`config.mk`:
```
export PLATFORM = sky130hd
export DESIGN_NAME = bp_be_ptw_arbiter_flat
export DESIGN_NICKNAME = d
export VERILOG_FILES = /design/src/rtl/bp_be_ptw_arbiter_pkg.sv /design/src/rtl/bp_be_ptw_arbiter_if.sv /design/src/rtl/bp_be_ptw_arbiter_rr.sv /design/src/rtl/bp_be_ptw_arbiter.sv /design/src/flat_wrapper.sv
export SDC_FILE = /design/constraint.sdc
export NUM_CORES = 1
export LEC_CHECK = 0
export BUFFER_PORTS_ARGS = -buffer_cell sky130_fd_sc_hd__buf_4
export CORE_MARGIN = 3
export CORE_UTILIZATION = 40
export DETAILED_ROUTE_END_ITERATION = 12
export PLACE_DENSITY_LB_ADDON = 0.05
export SYNTH_ARGS = -nofsm -noshare
export SYNTH_HDL_FRONTEND = slang
export SYNTH_HIERARCHICAL = 1
export SYNTH_SLANG_ARGS = --single-unit
```
`constraint.sdc`:
```
create_clock -name clk_i -period 5.7 [get_ports clk_i]
set_input_delay 0.57 -clock clk_i [delete_from_list [all_inputs] [get_ports clk_i]]
set_output_delay 0.57 -clock clk_i [all_outputs]
set_load 0.02 [all_outputs]
```
`src/rtl/bp_be_ptw_arbiter_pkg.sv`:
```
// bp_be_pkg: shared types for the backend page-table-walk arbiter.
//   bp_params_e            - processor configuration selector
//   bp_vtag_width/...      - width helpers derived from a configuration
//   bp_be_ptw_arb_state_e  - arbiter FSM states
//   bp_be_ptw_owner_e      - which TLB owns the walk in flight
package bp_be_pkg;

    typedef enum logic [0:0] {
        e_bp_default_cfg = 1'b0,  // Sv39, 40-bit physical address
        e_bp_small_cfg   = 1'b1   // Sv32, 34-bit physical address
    } bp_params_e;

    localparam int unsigned page_offset_width_gp = 12;
    localparam int unsigned pte_flag_width_gp    = 8;

    function automatic int unsigned bp_vtag_width(bp_params_e cfg);
        return (cfg == e_bp_small_cfg) ? 20 : 27;
    endfunction

    function automatic int unsigned bp_paddr_width(bp_params_e cfg);
        return (cfg == e_bp_small_cfg) ? 34 : 40;
    endfunction

    // Leaf entry layout: {flags, ptag}; ptag occupies the low bits.
    function automatic int unsigned bp_pte_entry_leaf_width(int unsigned paddr_width);
        return (paddr_width - page_offset_width_gp) + pte_flag_width_gp;
    endfunction

    typedef enum logic [1:0] {
        e_ptw_arb_idle = 2'd0,
        e_ptw_arb_send = 2'd1,
        e_ptw_arb_wait = 2'd2
    } bp_be_ptw_arb_state_e;

    typedef enum logic {
        e_ptw_owner_itlb = 1'b0,
        e_ptw_owner_dtlb = 1'b1
    } bp_be_ptw_owner_e;

endpackage

```
`src/rtl/bp_be_ptw_arbiter_if.sv`:
```
// Handshake bundle between the ITLB/DTLB miss paths, the page-table walker
// and the arbiter.
//   master - arbiter side (accepts misses, issues walks, writes fills)
//   slave  - environment side (TLBs and walker)
interface bp_be_ptw_arbiter_if
    import bp_be_pkg::*;
#(
    parameter bp_params_e bp_params_p = e_bp_default_cfg
);
    localparam int unsigned vtag_width_p   = bp_vtag_width(bp_params_p);
    localparam int unsigned paddr_width_p  = bp_paddr_width(bp_params_p);
    localparam int unsigned entry_width_lp = bp_pte_entry_leaf_width(paddr_width_p);

    logic                      itlb_miss_v_i;
    logic [vtag_width_p-1:0]   itlb_miss_vtag_i;
    logic                      itlb_miss_ready_o;

    logic                      dtlb_miss_v_i;
    logic [vtag_width_p-1:0]   dtlb_miss_vtag_i;
    logic                      dtlb_miss_ready_o;

    logic                      ptw_v_o;
    logic [vtag_width_p-1:0]   ptw_vtag_o;
    logic                      ptw_ready_i;

    logic                      ptw_resp_v_i;
    logic [entry_width_lp-1:0] ptw_resp_entry_i;
    logic                      ptw_resp_fault_i;

    logic                      itlb_fill_v_o;
    logic [vtag_width_p-1:0]   itlb_fill_vtag_o;
    logic [entry_width_lp-1:0] itlb_fill_entry_o;
    logic                      itlb_fault_o;

    logic                      dtlb_fill_v_o;
    logic [vtag_width_p-1:0]   dtlb_fill_vtag_o;
    logic [entry_width_lp-1:0] dtlb_fill_entry_o;
    logic                      dtlb_fault_o;

    modport master (
        input  itlb_miss_v_i, itlb_miss_vtag_i, output itlb_miss_ready_o,
        input  dtlb_miss_v_i, dtlb_miss_vtag_i, output dtlb_miss_ready_o,
        output ptw_v_o, ptw_vtag_o, input ptw_ready_i,
        input  ptw_resp_v_i, ptw_resp_entry_i, ptw_resp_fault_i,
        output itlb_fill_v_o, itlb_fill_vtag_o, itlb_fill_entry_o, itlb_fault_o,
        output dtlb_fill_v_o, dtlb_fill_vtag_o, dtlb_fill_entry_o, dtlb_fault_o
    );

    modport slave (
        output itlb_miss_v_i, itlb_miss_vtag_i, input itlb_miss_ready_o,
        output dtlb_miss_v_i, dtlb_miss_vtag_i, input dtlb_miss_ready_o,
        input  ptw_v_o, ptw_vtag_o, output ptw_ready_i,
        output ptw_resp_v_i, ptw_resp_entry_i, ptw_resp_fault_i,
        input  itlb_fill_v_o, itlb_fill_vtag_o, itlb_fill_entry_o, itlb_fault_o,
        input  dtlb_fill_v_o, dtlb_fill_vtag_o, dtlb_fill_entry_o, dtlb_fault_o
    );

endinterface

```
`src/rtl/bp_be_ptw_arbiter_rr.sv`:
```
// bsg_arb_round_robin: round-robin arbiter.
//   clk_i, reset_i - clock, synchronous active-high reset
//   grants_en_i    - allow any grant this cycle
//   reqs_i         - request vector
//   grants_o       - one-hot grant (zero when disabled or no request)
//   v_o            - some grant is asserted
//   yumi_i         - grant consumed; remember the winner as last-granted
// Search starts just past the last winner, so a tied requester that was not
// served last wins. Last-granted resets to index 0.
module bsg_arb_round_robin #(
    parameter int unsigned width_p = 2
) (
    input  logic               clk_i,
    input  logic               reset_i,
    input  logic               grants_en_i,
    input  logic [width_p-1:0] reqs_i,
    output logic [width_p-1:0] grants_o,
    output logic               v_o,
    input  logic               yumi_i
);
    localparam int unsigned idx_width_lp = (width_p > 1) ? $clog2(width_p) : 1;

    logic [idx_width_lp-1:0] last_q, last_d;
    logic [idx_width_lp-1:0] cand;
    int unsigned             idx;

    always_comb begin
        grants_o = '0;
        last_d   = last_q;
        cand     = '0;
        idx      = 0;
        for (int unsigned off = 1; off <= width_p; off++) begin
            idx  = (int'(last_q) + off) % width_p;
            cand = idx[idx_width_lp-1:0];
            if ((grants_o == '0) && reqs_i[cand]) begin
                grants_o[cand] = 1'b1;
                last_d         = cand;
            end
        end
        if (!grants_en_i) begin
            grants_o = '0;
        end
    end

    assign v_o = |grants_o;

    always_ff @(posedge clk_i) begin
        if (reset_i) begin
            last_q <= '0;
        end else if (yumi_i) begin
            last_q <= last_d;
        end
    end

endmodule

```
`src/rtl/bp_be_ptw_arbiter.sv`:
```
// bp_be_ptw_arbiter: shares one page-table walker between ITLB and DTLB misses.
//   clk_i, reset_i      - clock, synchronous active-high reset
//   bus (master)        - miss requests, walker request/response, TLB fills
//   flush_i             - sfence/satp change; abandon the walk in flight
//   busy_o              - a walk is being requested or awaited
//   itlb/dtlb_walk_count_o - saturating counts of consumed walker responses
module bp_be_ptw_arbiter
    import bp_be_pkg::*;
#(
    parameter bp_params_e bp_params_p = e_bp_default_cfg
) (
    input  logic                clk_i,
    input  logic                reset_i,
    bp_be_ptw_arbiter_if.master bus,
    input  logic                flush_i,
    output logic                busy_o,
    output logic [31:0]         itlb_walk_count_o,
    output logic [31:0]         dtlb_walk_count_o
);
    localparam int unsigned vtag_width_p   = bp_vtag_width(bp_params_p);
    localparam int unsigned paddr_width_p  = bp_paddr_width(bp_params_p);
    localparam int unsigned entry_width_lp = bp_pte_entry_leaf_width(paddr_width_p);

    bp_be_ptw_arb_state_e      state_q, state_d;
    logic                      squash_q, squash_d;
    bp_be_ptw_owner_e          owner_q, owner_d;
    logic [vtag_width_p-1:0]   vtag_q, vtag_d;
    logic [31:0]               itlb_walk_count_q, itlb_walk_count_d;
    logic [31:0]               dtlb_walk_count_q, dtlb_walk_count_d;
    logic [entry_width_lp-1:0] resp_entry;
    logic [1:0]                arb_grants;
    logic                      arb_v;
    logic                      deliver;

    // Grants only exist in IDLE outside flush/reset, so they double as readies.
    bsg_arb_round_robin #(.width_p(2)) rr (
        .clk_i      (clk_i),
        .reset_i    (reset_i),
        .grants_en_i((state_q == e_ptw_arb_idle) & ~flush_i & ~reset_i),
        .reqs_i     ({bus.dtlb_miss_v_i, bus.itlb_miss_v_i}),
        .grants_o   (arb_grants),
        .v_o        (arb_v),
        .yumi_i     (arb_v)
    );

    assign bus.itlb_miss_ready_o = arb_grants[0];
    assign bus.dtlb_miss_ready_o = arb_grants[1];
    assign bus.ptw_vtag_o        = vtag_q;
    assign resp_entry            = bus.ptw_resp_entry_i;
    assign bus.itlb_fill_vtag_o  = vtag_q;
    assign bus.dtlb_fill_vtag_o  = vtag_q;
    assign bus.itlb_fill_entry_o = resp_entry;
    assign bus.dtlb_fill_entry_o = resp_entry;
    assign busy_o                = (state_q != e_ptw_arb_idle) & ~reset_i;
    assign itlb_walk_count_o     = itlb_walk_count_q;
    assign dtlb_walk_count_o     = dtlb_walk_count_q;

    always_comb begin
        state_d           = state_q;
        squash_d          = squash_q;
        owner_d           = owner_q;
        vtag_d            = vtag_q;
        itlb_walk_count_d = itlb_walk_count_q;
        dtlb_walk_count_d = dtlb_walk_count_q;
        bus.ptw_v_o       = 1'b0;
        bus.itlb_fill_v_o = 1'b0;
        bus.itlb_fault_o  = 1'b0;
        bus.dtlb_fill_v_o = 1'b0;
        bus.dtlb_fault_o  = 1'b0;
        // A flush arriving with the response also kills that fill.
        deliver           = ~squash_q & ~flush_i & ~reset_i;

        case (state_q)
            e_ptw_arb_idle: begin
                if (arb_v) begin
                    state_d = e_ptw_arb_send;
                    owner_d = arb_grants[1] ? e_ptw_owner_dtlb : e_ptw_owner_itlb;
                    vtag_d  = arb_grants[1] ? bus.dtlb_miss_vtag_i : bus.itlb_miss_vtag_i;
                end
            end
            e_ptw_arb_send: begin
                bus.ptw_v_o = ~reset_i;
                if (flush_i) begin
                    state_d = e_ptw_arb_idle;
                end else if (bus.ptw_ready_i) begin
                    state_d = e_ptw_arb_wait;
                end
            end
            e_ptw_arb_wait: begin
                if (flush_i) begin
                    squash_d = 1'b1;
                end
                if (bus.ptw_resp_v_i) begin
                    state_d  = e_ptw_arb_idle;
                    squash_d = 1'b0;
                    if (owner_q == e_ptw_owner_itlb) begin
                        bus.itlb_fill_v_o = deliver & ~bus.ptw_resp_fault_i;
                        bus.itlb_fault_o  = deliver & bus.ptw_resp_fault_i;
                        if (itlb_walk_count_q != '1) begin
                            itlb_walk_count_d = itlb_walk_count_q + 32'd1;
                        end
                    end else begin
                        bus.dtlb_fill_v_o = deliver & ~bus.ptw_resp_fault_i;
                        bus.dtlb_fault_o  = deliver & bus.ptw_resp_fault_i;
                        if (dtlb_walk_count_q != '1) begin
                            dtlb_walk_count_d = dtlb_walk_count_q + 32'd1;
                        end
                    end
                end
            end
            default: begin
                state_d = e_ptw_arb_idle;
            end
        endcase
    end

    always_ff @(posedge clk_i) begin
        if (reset_i) begin
            state_q           <= e_ptw_arb_idle;
            squash_q          <= 1'b0;
            itlb_walk_count_q <= '0;
            dtlb_walk_count_q <= '0;
        end else begin
            state_q           <= state_d;
            squash_q          <= squash_d;
            itlb_walk_count_q <= itlb_walk_count_d;
            dtlb_walk_count_q <= dtlb_walk_count_d;
        end
    end

    // Tag and owner are only meaningful once a request is accepted.
    always_ff @(posedge clk_i) begin
        owner_q <= owner_d;
        vtag_q  <= vtag_d;
    end

endmodule

```
`src/flat_wrapper.sv`:
```
// flat-port wrapper written by rule: the top's interface ports become plain ports
module bp_be_ptw_arbiter_flat import bp_be_pkg::*;
#(
    parameter bp_params_e bp_params_p = e_bp_default_cfg
)
  (clk_i, reset_i, flush_i, busy_o, itlb_walk_count_o, dtlb_walk_count_o, bus_itlb_miss_v_i, bus_itlb_miss_vtag_i, bus_itlb_miss_ready_o, bus_dtlb_miss_v_i, bus_dtlb_miss_vtag_i, bus_dtlb_miss_ready_o, bus_ptw_v_o, bus_ptw_vtag_o, bus_ptw_ready_i, bus_ptw_resp_v_i, bus_ptw_resp_entry_i, bus_ptw_resp_fault_i, bus_itlb_fill_v_o, bus_itlb_fill_vtag_o, bus_itlb_fill_entry_o, bus_itlb_fault_o, bus_dtlb_fill_v_o, bus_dtlb_fill_vtag_o, bus_dtlb_fill_entry_o, bus_dtlb_fault_o);
  bp_be_ptw_arbiter_if #(.bp_params_p(bp_params_p)) bus_i ();
  input  logic clk_i;
  input  logic reset_i;
  input  logic flush_i;
  output logic busy_o;
  output logic [31:0] itlb_walk_count_o;
  output logic [31:0] dtlb_walk_count_o;
  input wire logic [$bits(bus_i.itlb_miss_v_i)-1:0] bus_itlb_miss_v_i;
  input wire logic [$bits(bus_i.itlb_miss_vtag_i)-1:0] bus_itlb_miss_vtag_i;
  output wire logic [$bits(bus_i.itlb_miss_ready_o)-1:0] bus_itlb_miss_ready_o;
  input wire logic [$bits(bus_i.dtlb_miss_v_i)-1:0] bus_dtlb_miss_v_i;
  input wire logic [$bits(bus_i.dtlb_miss_vtag_i)-1:0] bus_dtlb_miss_vtag_i;
  output wire logic [$bits(bus_i.dtlb_miss_ready_o)-1:0] bus_dtlb_miss_ready_o;
  output wire logic [$bits(bus_i.ptw_v_o)-1:0] bus_ptw_v_o;
  output wire logic [$bits(bus_i.ptw_vtag_o)-1:0] bus_ptw_vtag_o;
  input wire logic [$bits(bus_i.ptw_ready_i)-1:0] bus_ptw_ready_i;
  input wire logic [$bits(bus_i.ptw_resp_v_i)-1:0] bus_ptw_resp_v_i;
  input wire logic [$bits(bus_i.ptw_resp_entry_i)-1:0] bus_ptw_resp_entry_i;
  input wire logic [$bits(bus_i.ptw_resp_fault_i)-1:0] bus_ptw_resp_fault_i;
  output wire logic [$bits(bus_i.itlb_fill_v_o)-1:0] bus_itlb_fill_v_o;
  output wire logic [$bits(bus_i.itlb_fill_vtag_o)-1:0] bus_itlb_fill_vtag_o;
  output wire logic [$bits(bus_i.itlb_fill_entry_o)-1:0] bus_itlb_fill_entry_o;
  output wire logic [$bits(bus_i.itlb_fault_o)-1:0] bus_itlb_fault_o;
  output wire logic [$bits(bus_i.dtlb_fill_v_o)-1:0] bus_dtlb_fill_v_o;
  output wire logic [$bits(bus_i.dtlb_fill_vtag_o)-1:0] bus_dtlb_fill_vtag_o;
  output wire logic [$bits(bus_i.dtlb_fill_entry_o)-1:0] bus_dtlb_fill_entry_o;
  output wire logic [$bits(bus_i.dtlb_fault_o)-1:0] bus_dtlb_fault_o;
  assign bus_i.itlb_miss_v_i = bus_itlb_miss_v_i;
  assign bus_i.itlb_miss_vtag_i = bus_itlb_miss_vtag_i;
  assign bus_itlb_miss_ready_o = bus_i.itlb_miss_ready_o;
  assign bus_i.dtlb_miss_v_i = bus_dtlb_miss_v_i;
  assign bus_i.dtlb_miss_vtag_i = bus_dtlb_miss_vtag_i;
  assign bus_dtlb_miss_ready_o = bus_i.dtlb_miss_ready_o;
  assign bus_ptw_v_o = bus_i.ptw_v_o;
  assign bus_ptw_vtag_o = bus_i.ptw_vtag_o;
  assign bus_i.ptw_ready_i = bus_ptw_ready_i;
  assign bus_i.ptw_resp_v_i = bus_ptw_resp_v_i;
  assign bus_i.ptw_resp_entry_i = bus_ptw_resp_entry_i;
  assign bus_i.ptw_resp_fault_i = bus_ptw_resp_fault_i;
  assign bus_itlb_fill_v_o = bus_i.itlb_fill_v_o;
  assign bus_itlb_fill_vtag_o = bus_i.itlb_fill_vtag_o;
  assign bus_itlb_fill_entry_o = bus_i.itlb_fill_entry_o;
  assign bus_itlb_fault_o = bus_i.itlb_fault_o;
  assign bus_dtlb_fill_v_o = bus_i.dtlb_fill_v_o;
  assign bus_dtlb_fill_vtag_o = bus_i.dtlb_fill_vtag_o;
  assign bus_dtlb_fill_entry_o = bus_i.dtlb_fill_entry_o;
  assign bus_dtlb_fault_o = bus_i.dtlb_fault_o;
  bp_be_ptw_arbiter #(.bp_params_p(bp_params_p)) u_core (.clk_i(clk_i), .reset_i(reset_i), .bus(bus_i), .flush_i(flush_i), .busy_o(busy_o), .itlb_walk_count_o(itlb_walk_count_o), .dtlb_walk_count_o(dtlb_walk_count_o));
endmodule
```
==> key figures <==
Logic synthesis
  – Synth Area in Simple Gates: 22.3%
  – Cell Area, Synth: 5720 µm²
  – Post-synth top area share: 23.8%
  – Yosys cell types: 60
  – Ranking of synthesized cells by area: dfxtp_1, buf_4, edfxtp_1, mux2_2, a21oi_1
  – Synth Area in Adders: 0.438%
  – Synth Area in XOR/XNOR: 1.07%
  – Sequential area share after synthesis: 38.5%
  – Synth Area in Compound Gates: 11.5%
  – Synthesized netlist net count: 723
  – Mux share of post-synthesis cell area: 7.18%
  – Main synth FF type: dfxtp_1
  – Post-synth EDFFs: 28
  – Mapped Cells: 623
  – Synth Register Bits: 96
  – Post-synthesis average cell area: 9.17 µm²
  – Largest family of logic cells by synthesized area: simple AND/OR/NAND/NOR gates
  – Largest area contributor in the netlist: dfxtp_1
  – Synth Warn #: 6
  – Ys async rst share: 0%

Clock tree
  – Clock Latency Late Sink: 340 ps
  – CTS resizes: 0
  – Hold buffers post-CTS: 0
  – CTS tree: done
  – Root Driver: clkbuf_16
  – CTS Buffer Depth: 2
  – Num Clock Sinks: 96
  – CTS clk-pin slew, worst paths: 60 ps
  – CTS Buf Count: 9
  – Post-CTS setup buffer count: 0
  – CTS H-Tree Depth: 3

Floorplan
  – Core Region: 13,900 µm²
  – Io pins: 323
  – Die area: 15,800 µm²
  – Die height: 126 µm
  – Initial Util: 41.0%
  – Die X: 126 µm
  – # rows: 43

Timing
  – Tmin final: 3170 ps
  – Worst Hold Margin: 449 ps
  – Setup Viol. Count Final: 0
  – Setup ws final: 2530 ps
  – Peak Freq: 0.316 GHz
  – RSZ-0062 raised after global routing: false
  – Slew headroom: 16.2%
  – Hold Vio Cnt, Final: 0
  – Final Slew Violations: 0
  – Setup TNS: 0 ps
  – Worst Skew: 6.25 ps
  – Tcrit/Tclk final: 55.6%
  – Worst-margin pin slew: 1250 ps

Placed design
  – Port buffer count: 214
  – GPL Wtd Cong: 0.839
  – Setup WS pre-CTS: 2440 ps
  – HPWL Detailed: 11.4 mm

Critical path
  – Type of destination of the critical path: output port
  – Critical path launch point type: primary input
  – R2R Setup Slk: 2990 ps
  – Reg2reg start: u_core/dtlb_walk_count_o[18]
  – R2R depth: 5
  – Worst-path fanout max: 82
  – WP data required: 5130 ps
  – Crit Reg-Reg Endpoint: u_core/dtlb_walk_count_o[20]
  – WP data arrival: 2600 ps
  – Setup CP Type: in2out

Drt
  – Drt first pass iters: 4
  – Avg Vias per Cell: 5.31
  – Post-route ant nets: 0
  – Routed wire length: 15.2 mm
  – Vias: 4,713
  – DR WL/cell: 17.2 µm
  – Initial detailed-routing violation count: 216
  – DRC Markers: 0

Min path
  – Hold Crit Endpoint: u_core/squash_q
  – Hold Path Class: in2reg
  – Min-delay src: bus_ptw_resp_v_i
  – WHS Path Cells: 2

Global route
  – GRT Overall Usage: 18.6%
  – Pin count of the biggest net entering global routing: 83
  – Vias in the first global route: 4,455
  – Total congestion overflow: 0
  – First-pass GRT wire length: 24.0 mm
  – Initial antenna violation count: 0

Power and ir drop
  – PwrDens: 215 nW/µm²
  – Peak VDD IR: 0.000112 V
  – Leakage: 2.60 nW

Finish
  – Filler cell count in the final layout: 1,352
  – Layout Nets: 802
  – Post-Route Utilization: 49.0%
  – Ant. Diodes: 0
  – Commonest non-fill, non-tap cells in the layout: buf_4, dfxtp_1, a21oi_1
  – Share of layout cells above drive strength 1: 39.9%
  – Most common library cell in the layout ignoring fill and taps: buf_4
  – Syn-to-layout area delta: 19.4%

Run status
  – Outcome: complete, no violations

Job
  – Max Cap Viol: 0
## final cells by class
| class | instances | area, µm² | area share, % |
|---|---|---|---|
| Clock buffer | 14 | 287 | 4.20 |
| Multi-Input combinational cell | 370 | 2440 | 35.8 |
| Timing Repair Buffer | 217 | 1630 | 23.9 |
| Sequential cell | 96 | 2200 | 32.3 |
| Inverter | 8 | 30.0 | 0.440 |
| Clock inverter | 2 | 10.0 | 0.147 |
| Tap cell | 180 | 225 | 3.30 |
## registers in the layout (all words and copies together), names as in the netlist
name                         flops
u_core/owner_q                   1
u_core/state_q                   2
u_core/dtlb_walk_count_o        32
u_core/rr/last_q                 1
u_core/squash_q                  1
u_core/bus.dtlb_fill_vtag_o     27
u_core/itlb_walk_count_o        32
## cell families (layout without fill, tap and decap cells)
logic type / Yosys count / after routing
AND/OR/NAND/NOR: 215 / 215
buffers and inverters: 157 / 241
AO/OA/AOI/OAI: 110 / 110
flip-flops: 96 / 96
multiplexers: 36 / 36
XOR/XNOR: 7 / 7
adder cells (fa/ha/maj): 2 / 2
## synth_stat cells, drive strengths merged (3+ instances only)
cell and number:
inv 8, nor4b 4, or2 4, nor3 9
nand2b 3, and2 3, and3 6, nand2 33
buf 133, mux2 34, edfxtp 28, clkbuf 16
nor3b 3, nand4 23, nand3 18, nor2b 10
dfxtp 68, or3 23, nor4 9, nor2 36
a21oi 49, xor2 6, o21ai 27, or4 22
o31ai 18
## worst max-delay path: stages
cell and delay, ps:
buf_4 330, nor4_1 460, nand2_1 160, a21oi_4 760, buf_4 280
## stage by stage
stage	power, mW	instance area, µm²	cells
2_1_floorplan	0.900	5720	623
3_3_place_gp	0.885	6530	871
3_5_place_dp	0.887	6530	871
4_1_cts	1.49	6830	887
5_1_grt	1.53	6830	887
6_report	1.47	6830	887
## worst max path at each step
stage                 start                              end  slack [ps]  cells past startpoint
CTS                 reset_i            bus_dtlb_miss_ready_o        2440                      5
finish              reset_i            bus_dtlb_miss_ready_o        2530                      5
global route        reset_i            bus_dtlb_miss_ready_o        2210                      5
global placement    reset_i            bus_dtlb_miss_ready_o        2500                      5
detailed placement  reset_i            bus_dtlb_miss_ready_o        2440                      5
floorplan           reset_i  u_core/bus.dtlb_fill_vtag_o[16]        2430                      9
## routing by layer
metal  share of wire, %  routed length, µm  track usage (%)  vias to the layer above
met3                6.3                957             4.49                       29
li1                   -                  -                -                     2309
met1                 41               6190             22.0                     2217
met4                1.8                280             6.76                        0
met5                  0                  0                0                        -
met2                 51               7800             32.9                      158
## where the power goes
group | switching (mW) | total, mW | internal, mW
Clock | 0.251 | 0.598 | 0.347
Combinational | 0.0721 | 0.145 | 0.0731
Sequential | 0.00888 | 0.724 | 0.715
No activity file was read; power rests on OpenSTA's default activity.
